`src/rtl/leaf_fifo_loader_pkg.sv`:
```
// Shared defaults and FSM encoding for the leaf FIFO loader.
// Widths and the terminator value match the merger tree and FIFOs.
package leaf_fifo_loader_pkg;

  localparam int unsigned DEF_DATA_W     = 32;
  localparam int unsigned DEF_NUM_LEAVES = 4;
  localparam int unsigned DEF_RUN_LEN    = 4;
  localparam int unsigned DEF_CNT_W      = 16;
  localparam logic [DEF_DATA_W-1:0] DEF_TERMINATOR = '0;

  typedef enum logic {
    S_DATA = 1'b0,
    S_TERM = 1'b1
  } state_e;

endpackage

```
`src/rtl/leaf_fifo_loader.sv`:
```
// Cuts a presorted record stream into terminated runs and
// writes them round-robin into the merger tree leaf FIFOs.
module leaf_fifo_loader
  import leaf_fifo_loader_pkg::*;
#(
  parameter int unsigned DATA_W     = DEF_DATA_W,
  parameter int unsigned NUM_LEAVES = DEF_NUM_LEAVES,
  parameter int unsigned RUN_LEN    = DEF_RUN_LEN,
  parameter logic [DATA_W-1:0] TERMINATOR = DATA_W'(DEF_TERMINATOR),
  parameter int unsigned CNT_W      = DEF_CNT_W
) (
  input  logic                  i_clk,
  input  logic                  i_rst_n,
  input  logic [DATA_W-1:0]     i_data,
  input  logic                  i_valid,
  output logic                  o_ready,
  input  logic                  i_flush,
  input  logic [NUM_LEAVES-1:0] i_fifo_full,
  output logic [NUM_LEAVES-1:0] o_fifo_write,
  output logic [DATA_W-1:0]     o_fifo_data,
  output logic [CNT_W-1:0]      o_runs_done,
  output logic                  o_err
);

  localparam int unsigned SW =
    (NUM_LEAVES > 1) ? $clog2(NUM_LEAVES) : 1;
  localparam int unsigned CW = $clog2(RUN_LEN + 1);
  localparam logic [CW-1:0] LAST = CW'(RUN_LEN - 1);

  state_e           state_q, state_d;
  logic [SW-1:0]    sel_q, sel_d;
  logic [CW-1:0]    cnt_q, cnt_d;
  logic [CNT_W-1:0] runs_q, runs_d;
  logic             err_q, err_d;

  logic             leaf_full;
  logic             accept;
  logic [NUM_LEAVES-1:0] sel_oh;

  assign leaf_full = i_fifo_full[sel_q];
  assign sel_oh    = NUM_LEAVES'(1) << sel_q;

  always_comb begin
    state_d      = state_q;
    sel_d        = sel_q;
    cnt_d        = cnt_q;
    runs_d       = runs_q;
    err_d        = err_q;
    accept       = 1'b0;
    o_ready      = 1'b0;
    o_fifo_write = '0;
    o_fifo_data  = i_data;
    unique case (state_q)
      S_DATA: begin
        o_ready = !leaf_full;
        accept  = i_valid && !leaf_full;
        if (accept) begin
          o_fifo_write = sel_oh;
          cnt_d        = cnt_q + CW'(1);
          if (i_data == TERMINATOR) err_d = 1'b1;
          if (cnt_q == LAST || i_flush) begin
            state_d = S_TERM;
            cnt_d   = '0;
          end
        end else if (i_flush && cnt_q != '0) begin
          state_d = S_TERM;
          cnt_d   = '0;
        end
      end
      S_TERM: begin
        // A full leaf stalls everything; the order is never skipped.
        if (!leaf_full) begin
          o_fifo_write = sel_oh;
          o_fifo_data  = TERMINATOR;
          sel_d        = sel_q + SW'(1);
          runs_d       = runs_q + CNT_W'(1);
          state_d      = S_DATA;
        end
      end
      default: state_d = S_DATA;
    endcase
  end

  always_ff @(posedge i_clk or negedge i_rst_n) begin
    if (!i_rst_n) begin
      state_q <= S_DATA;
      sel_q   <= '0;
      cnt_q   <= '0;
      runs_q  <= '0;
      err_q   <= 1'b0;
    end else begin
      state_q <= state_d;
      sel_q   <= sel_d;
      cnt_q   <= cnt_d;
      runs_q  <= runs_d;
      err_q   <= err_d;
    end
  end

  assign o_runs_done = runs_q;
  assign o_err       = err_q;

endmodule

```
`config.mk`:
```
export PLATFORM = sky130hd
export DESIGN_NAME = leaf_fifo_loader
export DESIGN_NICKNAME = d
export VERILOG_FILES = /design/src/rtl/leaf_fifo_loader_pkg.sv /design/src/rtl/leaf_fifo_loader.sv
export SDC_FILE = /design/constraint.sdc
export NUM_CORES = 1
export LEC_CHECK = 0
export CORE_UTILIZATION = 40
export CTS_CLUSTER_DIAMETER = 150
export DETAILED_ROUTE_END_ITERATION = 8
export PLACE_DENSITY = 0.86
export SYNTH_ARGS = -nofsm -noshare
export SYNTH_HDL_FRONTEND = slang
export SYNTH_SLANG_ARGS = --single-unit
```
`constraint.sdc`:
```
create_clock -name i_clk -period 7.7 [get_ports i_clk]
set_input_delay 2.31 -clock i_clk [delete_from_list [all_inputs] [get_ports i_clk]]
set_output_delay 2.31 -clock i_clk [all_outputs]
set_load 0.05 [all_outputs]
```
# ---- Word-level counts from Yosys, hierarchy flattened
# Index checks and enable logic that the tools add are counted.
# Widths: inputs -> output; s select.
dict set report word_totals {
  register_bits 23
}
dict set report classes {
  add_sub_neg 3
  magnitude_cmp 1
  n_eq_ne 1
  shift 1
  muxes 16
  bitwise_logic 2
  reduce_logical 10
}
# cell n
set op_table {}
lappend op_table {{$mux 32} 2}
lappend op_table {{$logic_not 32->1} 1}
lappend op_table {{$add 16x1->16 const B} 1}
lappend op_table {{$mux 3} 3}
lappend op_table {{$mux 4} 2}
lappend op_table {{$pmux 4 s2} 1}
lappend op_table {{$mux 1} 6}
lappend op_table {{$reduce_and 2->1} 2}
lappend op_table {{$shl 1x2->4 const A} 1}
lappend op_table {{$add 3x1->3 const B} 1}
lappend op_table {{$eq 3x2->1 const B} 1}
lappend op_table {{$lt 2x3->1 const B} 1}
lappend op_table {{$reduce_and 3->1} 1}
lappend op_table {{$reduce_bool 3->1} 1}
lappend op_table {{$add 2x1->2 const B} 1}
lappend op_table {{$bmux 1 s2} 1}
lappend op_table {{$logic_and 1x1->1} 2}
lappend op_table {{$not 1->1} 2}
lappend op_table {{$pmux 1 s2} 1}
lappend op_table {{$reduce_bool 2->1} 1}
lappend op_table {{$logic_not 1->1} 1}
lappend op_table {{$logic_or 1x1->1} 1}

# ---- Longest topological paths before layout
dict set report depth {
  word_depth 6
  depth_mapped 6
}

# ---- Least setup slack after synthesis
# Ideal clock, no wire load.
dict set report synth_timing {
  path_type {input to output}
  from {input i_fifo_full[3]}
  to {output o_fifo_data[23]}
  arrival_ns 3.518
  required_time_ns 5.390
  setup_slack_ns 1.872
  stages 4
  path_buffers 1
  path_cell_list {mux4_2 -> nand2b_4 -> clkbuf_1 -> and2_1}
}
dict set report synth_via {
  elab_chain_cells 4
}
# element line_no
set synth_lines {}
lappend synth_lines {{from (decl)} leaf_fifo_loader.sv:18} ;# input logic [NUM_LEAVES-1:0] i_fifo_full,
lappend synth_lines {{$bmux 1 s2} leaf_fifo_loader.sv:40} ;# assign leaf_full = i_fifo_full[sel_q];
lappend synth_lines {{$mux 1 (implied by the code)} leaf_fifo_loader.sv:40}
lappend synth_lines {{$mux 32} leaf_fifo_loader.sv:72} ;# if (!leaf_full) begin
lappend synth_lines {{$mux 32} leaf_fifo_loader.sv:53} ;# unique case (state_q)
lappend synth_lines {{to (decl)} leaf_fifo_loader.sv:20} ;# output logic [DATA_W-1:0] o_fifo_data,
# No other way between the ends. The select of a mux whose other input is x is not followed.

# ---- Worst setup path after layout
dict set report layout_timing {
  from {input i_fifo_full[3]}
  to {output o_fifo_data[13]}
}
# The elaborated chain is that of the path after synthesis.

==> results summary <==
The number of library cell types mapped by synthesis is 25. In the final timing run, aggregate negative setup slack is 0 ps. The data arrival at the endpoint of the critical path came out at 4540 ps. Along the worst path, the maximum fanout reaches 34.

The detailed placer's ending HPWL is 3140 um. The tightest min-delay check is of the reg -> reg type. The worst setup skew after layout is 3.98 ps. The peak supply drop came out at 0.256 mV. The initial core utilization came out at 41.8%. The count of flip-flops with a built-in enable after synthesis is 0. The area added between synthesis and finish came out at 64.6%. The final estimated routing congestion in global placement came out at 0.820.

The max-slew headroom at the worst pin came out at 34.3%. By area the synthesized netlist is led by dfrtp_1 (38%), and2_1 (15%), xnor2_1 (9.2%), ha_1 (6.5%), nor4_1 (4.1%). Based on the critical path, the design can be clocked at up to 146 MHz.

Of the available clock period, the critical path in the final layout requires 88.9%. For this run, the leading register cell type out of synthesis is dfrtp_1. The total I/O pin count is 94. The async set or reset register ratio after synthesis is 100%.

After synthesis the netlist holds a flip-flop and latch count of 23. The remaining global-route overflow came out at 0. The floorplan step defined a die boundary enclosing 4070 um^2. Synthesis handed over a netlist of 163 instances. The post-route antenna net violation count came out at 0. The detailed route wirelength on metal3 came out at 240 um. The floorplan die width is 63.8 um. Counting every sink on the clock net gives 23. The most frequent cell after synthesis is and2_1. The detailed-routing iteration count for the pre-antenna-repair pass came out at 8. After layout, the minimum clock period comes to 6850 ps. The required arrival time at the worst endpoint is 5390 ps. The share of the Yosys chip area taken by registers is 37.6%. The hold-fix buffer count after cts is 0.

The total wire length came out at 3990 um. The average wire length per cell after detail routing is 13.2 um. The area of the placeable core came out at 3660 um^2. The first routing iteration left 64 violations.

The critical path is of the in -> out type. Across the run, the number of max-cap violations was 0. Counting every net in the synthesized netlist gives 211.

The number of antenna violations at the first check in global routing came out at 0. The slew at the pin closest to its max-slew limit is 982 ps. The row count is 22.

The deepest level of the CTS H-tree came out at 1. The launch instance of the worst register-to-register path is sel_q[0]$_DFFE_PN0P_. The count of port buffers added during placement came out at 93.

The number of cells upsized or downsized after cts came out at 0. The vertical die dimension is 63.8 um. Yosys printed 0 warnings. The number of buffers between clock root and the deepest sink is 2. STA classifies the critical path startpoint as a primary input.

The fraction of post-synthesis cell area in the top cell type by area is 37.6%. The first-pass GRT wire length is 6620 um. Of all cell types, the one taking the most synthesized area is dfrtp_1. The count of pins over their slew limit is 0.

The setup fix buffers added after clock tree synthesis came out at 0. The clock transition at the register clock pins on the worst setup and hold paths after CTS came out at 80 ps. Across every metal layer, demand over resource in global routing totals 20.5%. After synthesis, the most frequently instantiated cells are and2_1 (37), dfrtp_1 (23), xnor2_1 (16).

The detailed router used layers up to and including met4. The number of diodes is 0. The share of the core filled with cells is 68.7%. Setup violations remaining at the end of the flow were counted as 0. In this run the static leakage power is 1.04 nW. The run finished with clean final reports. The mapped netlist covers 1530 um^2. Setup repair after global routing left no endpoint under its margin.

The largest net degree at the start of global routing is 35. A synthesized cell averages 9.38 um^2. The fraction of final layout cells sized beyond drive strength 1 is 5.14%. The post-detailed-route DRC marker count is 0.

The via density per instance is 4.94. The number of filler instances in the final layout is 275. The clock network latency to the later pin of the worst-skew pair came out at 270 ps. After the last flow step, the layout net total stands at 302. TritonCTS built the clock tree. The met2 routed wirelength came out at 2000 um.

The number of global-route vias before repair is 1441. The overall power consumption came out at 0.815 mW. The tree is rooted in a clkbuf_8. The count of final hold-check violations came to 0.

In the final routing, the length of wire on met1 measures 1680 um. STA classifies the critical path endpoint as an output pin. The total power per unit cell area came out at 324 nW/um^2. The total number of vias is 1488. The TritonCTS buffer count is 3.

Tracing the worst setup path back leads to its startpoint at i_fifo_full[3]. The startpoint identified for the worst hold timing path is o_err$_DFFE_PN0P_.
==> final timing paths <==
check	end	cells past startpoint	slack (ps)
max	o_fifo_data[13]	5	850
min	o_err$_DFFE_PN0P_	1	480
max reg2reg	o_runs_done[10]$_DFFE_PN0P_	4	5520
min reg2reg	o_err$_DFFE_PN0P_	1	480
max in group asynchronous	o_runs_done[6]$_DFFE_PN0P_	1	4520
min in group asynchronous	sel_q[0]$_DFFE_PN0P_	1	2580
==> logic make-up (layout without fill, tap and decap cells) <==
group / Yosys count / in the layout / share of synthesized area (%)
xor+xnor: 16 / 16 / 9.17
simple gates: 95 / 95 / 37.5
buf+inv: 13 / 103 / 4.75
flops: 23 / 23 / 37.6
compound gates: 7 / 7 / 2.95
fa+ha+maj: 8 / 8 / 6.55
mux: 1 / 1 / 1.47
==> per-stage QoR <==
stage          setup slack [ps]  cell area [um^2]  hold WS (ps)  instances
6_report                    851              2520           479        301
5_1_grt                     799              2520           505        301
3_3_place_gp                900              2470           456        297
2_1_floorplan              1870              1530           467        163
4_1_cts                     848              2520           485        301
3_5_place_dp                858              2470           466        297
==> worst max-delay path, cell delays in order <==
cell             delay, ps
clkdlybuf4s50_1        410
mux4_2                 560
nand2b_4               300
and2_1                 240
clkdlybuf4s50_1        710
==> cell usage in the layout (no fill, tap or decap), types with 2 or more instances in the layout <==
| cell type | count |
|---|---|
| dfrtp_1 | 23 |
| ha_1 | 8 |
| and2_1 | 37 |
| clkbuf_8 | 3 |
| nor2_1 | 8 |
| and3_1 | 4 |
| or2_2 | 2 |
| nand4_1 | 9 |
| nand3_1 | 4 |
| xnor2_1 | 16 |
| nand2_1 | 11 |
| nand3_2 | 3 |
| nor4_1 | 10 |
| o21ai_0 | 3 |
| nand2b_4 | 2 |
| inv_1 | 6 |
| clkdlybuf4s50_1 | 93 |
| a21o_1 | 4 |
==> registers in the layout, summed over array words and instances (netlist names) <==
name	cells
sel_q	2
o_runs_done	16
state_q	1
o_err	1
cnt_q	3
==> report_power, final <==
part | switching, mW | total [mW] | internal (mW)
registers | 0.0403 | 0.187 | 0.147
logic | 0.354 | 0.552 | 0.198
clock network | 0.0391 | 0.0753 | 0.0362
total | 0.433 | 0.815 | 0.381
==> area by class of cell <==
cell class	instances	area [um^2]	area share, %
timing repair buffer	93	931	37.0
multi-input combinational	127	881	35.0
sequential	23	576	22.9
tap	48	60.1	2.39
clock buffer	3	41.3	1.64
inverter	6	22.5	0.895
clock inverter	1	5.00	0.199
==> routing by layer <==
layer	up-vias	track usage, %
met5	-	0
met4	0	6.25
met3	9	5.54
met2	59	33.6
met1	687	26.3
li1	733	-
No activity file was read; power rests on OpenSTA's default activity.
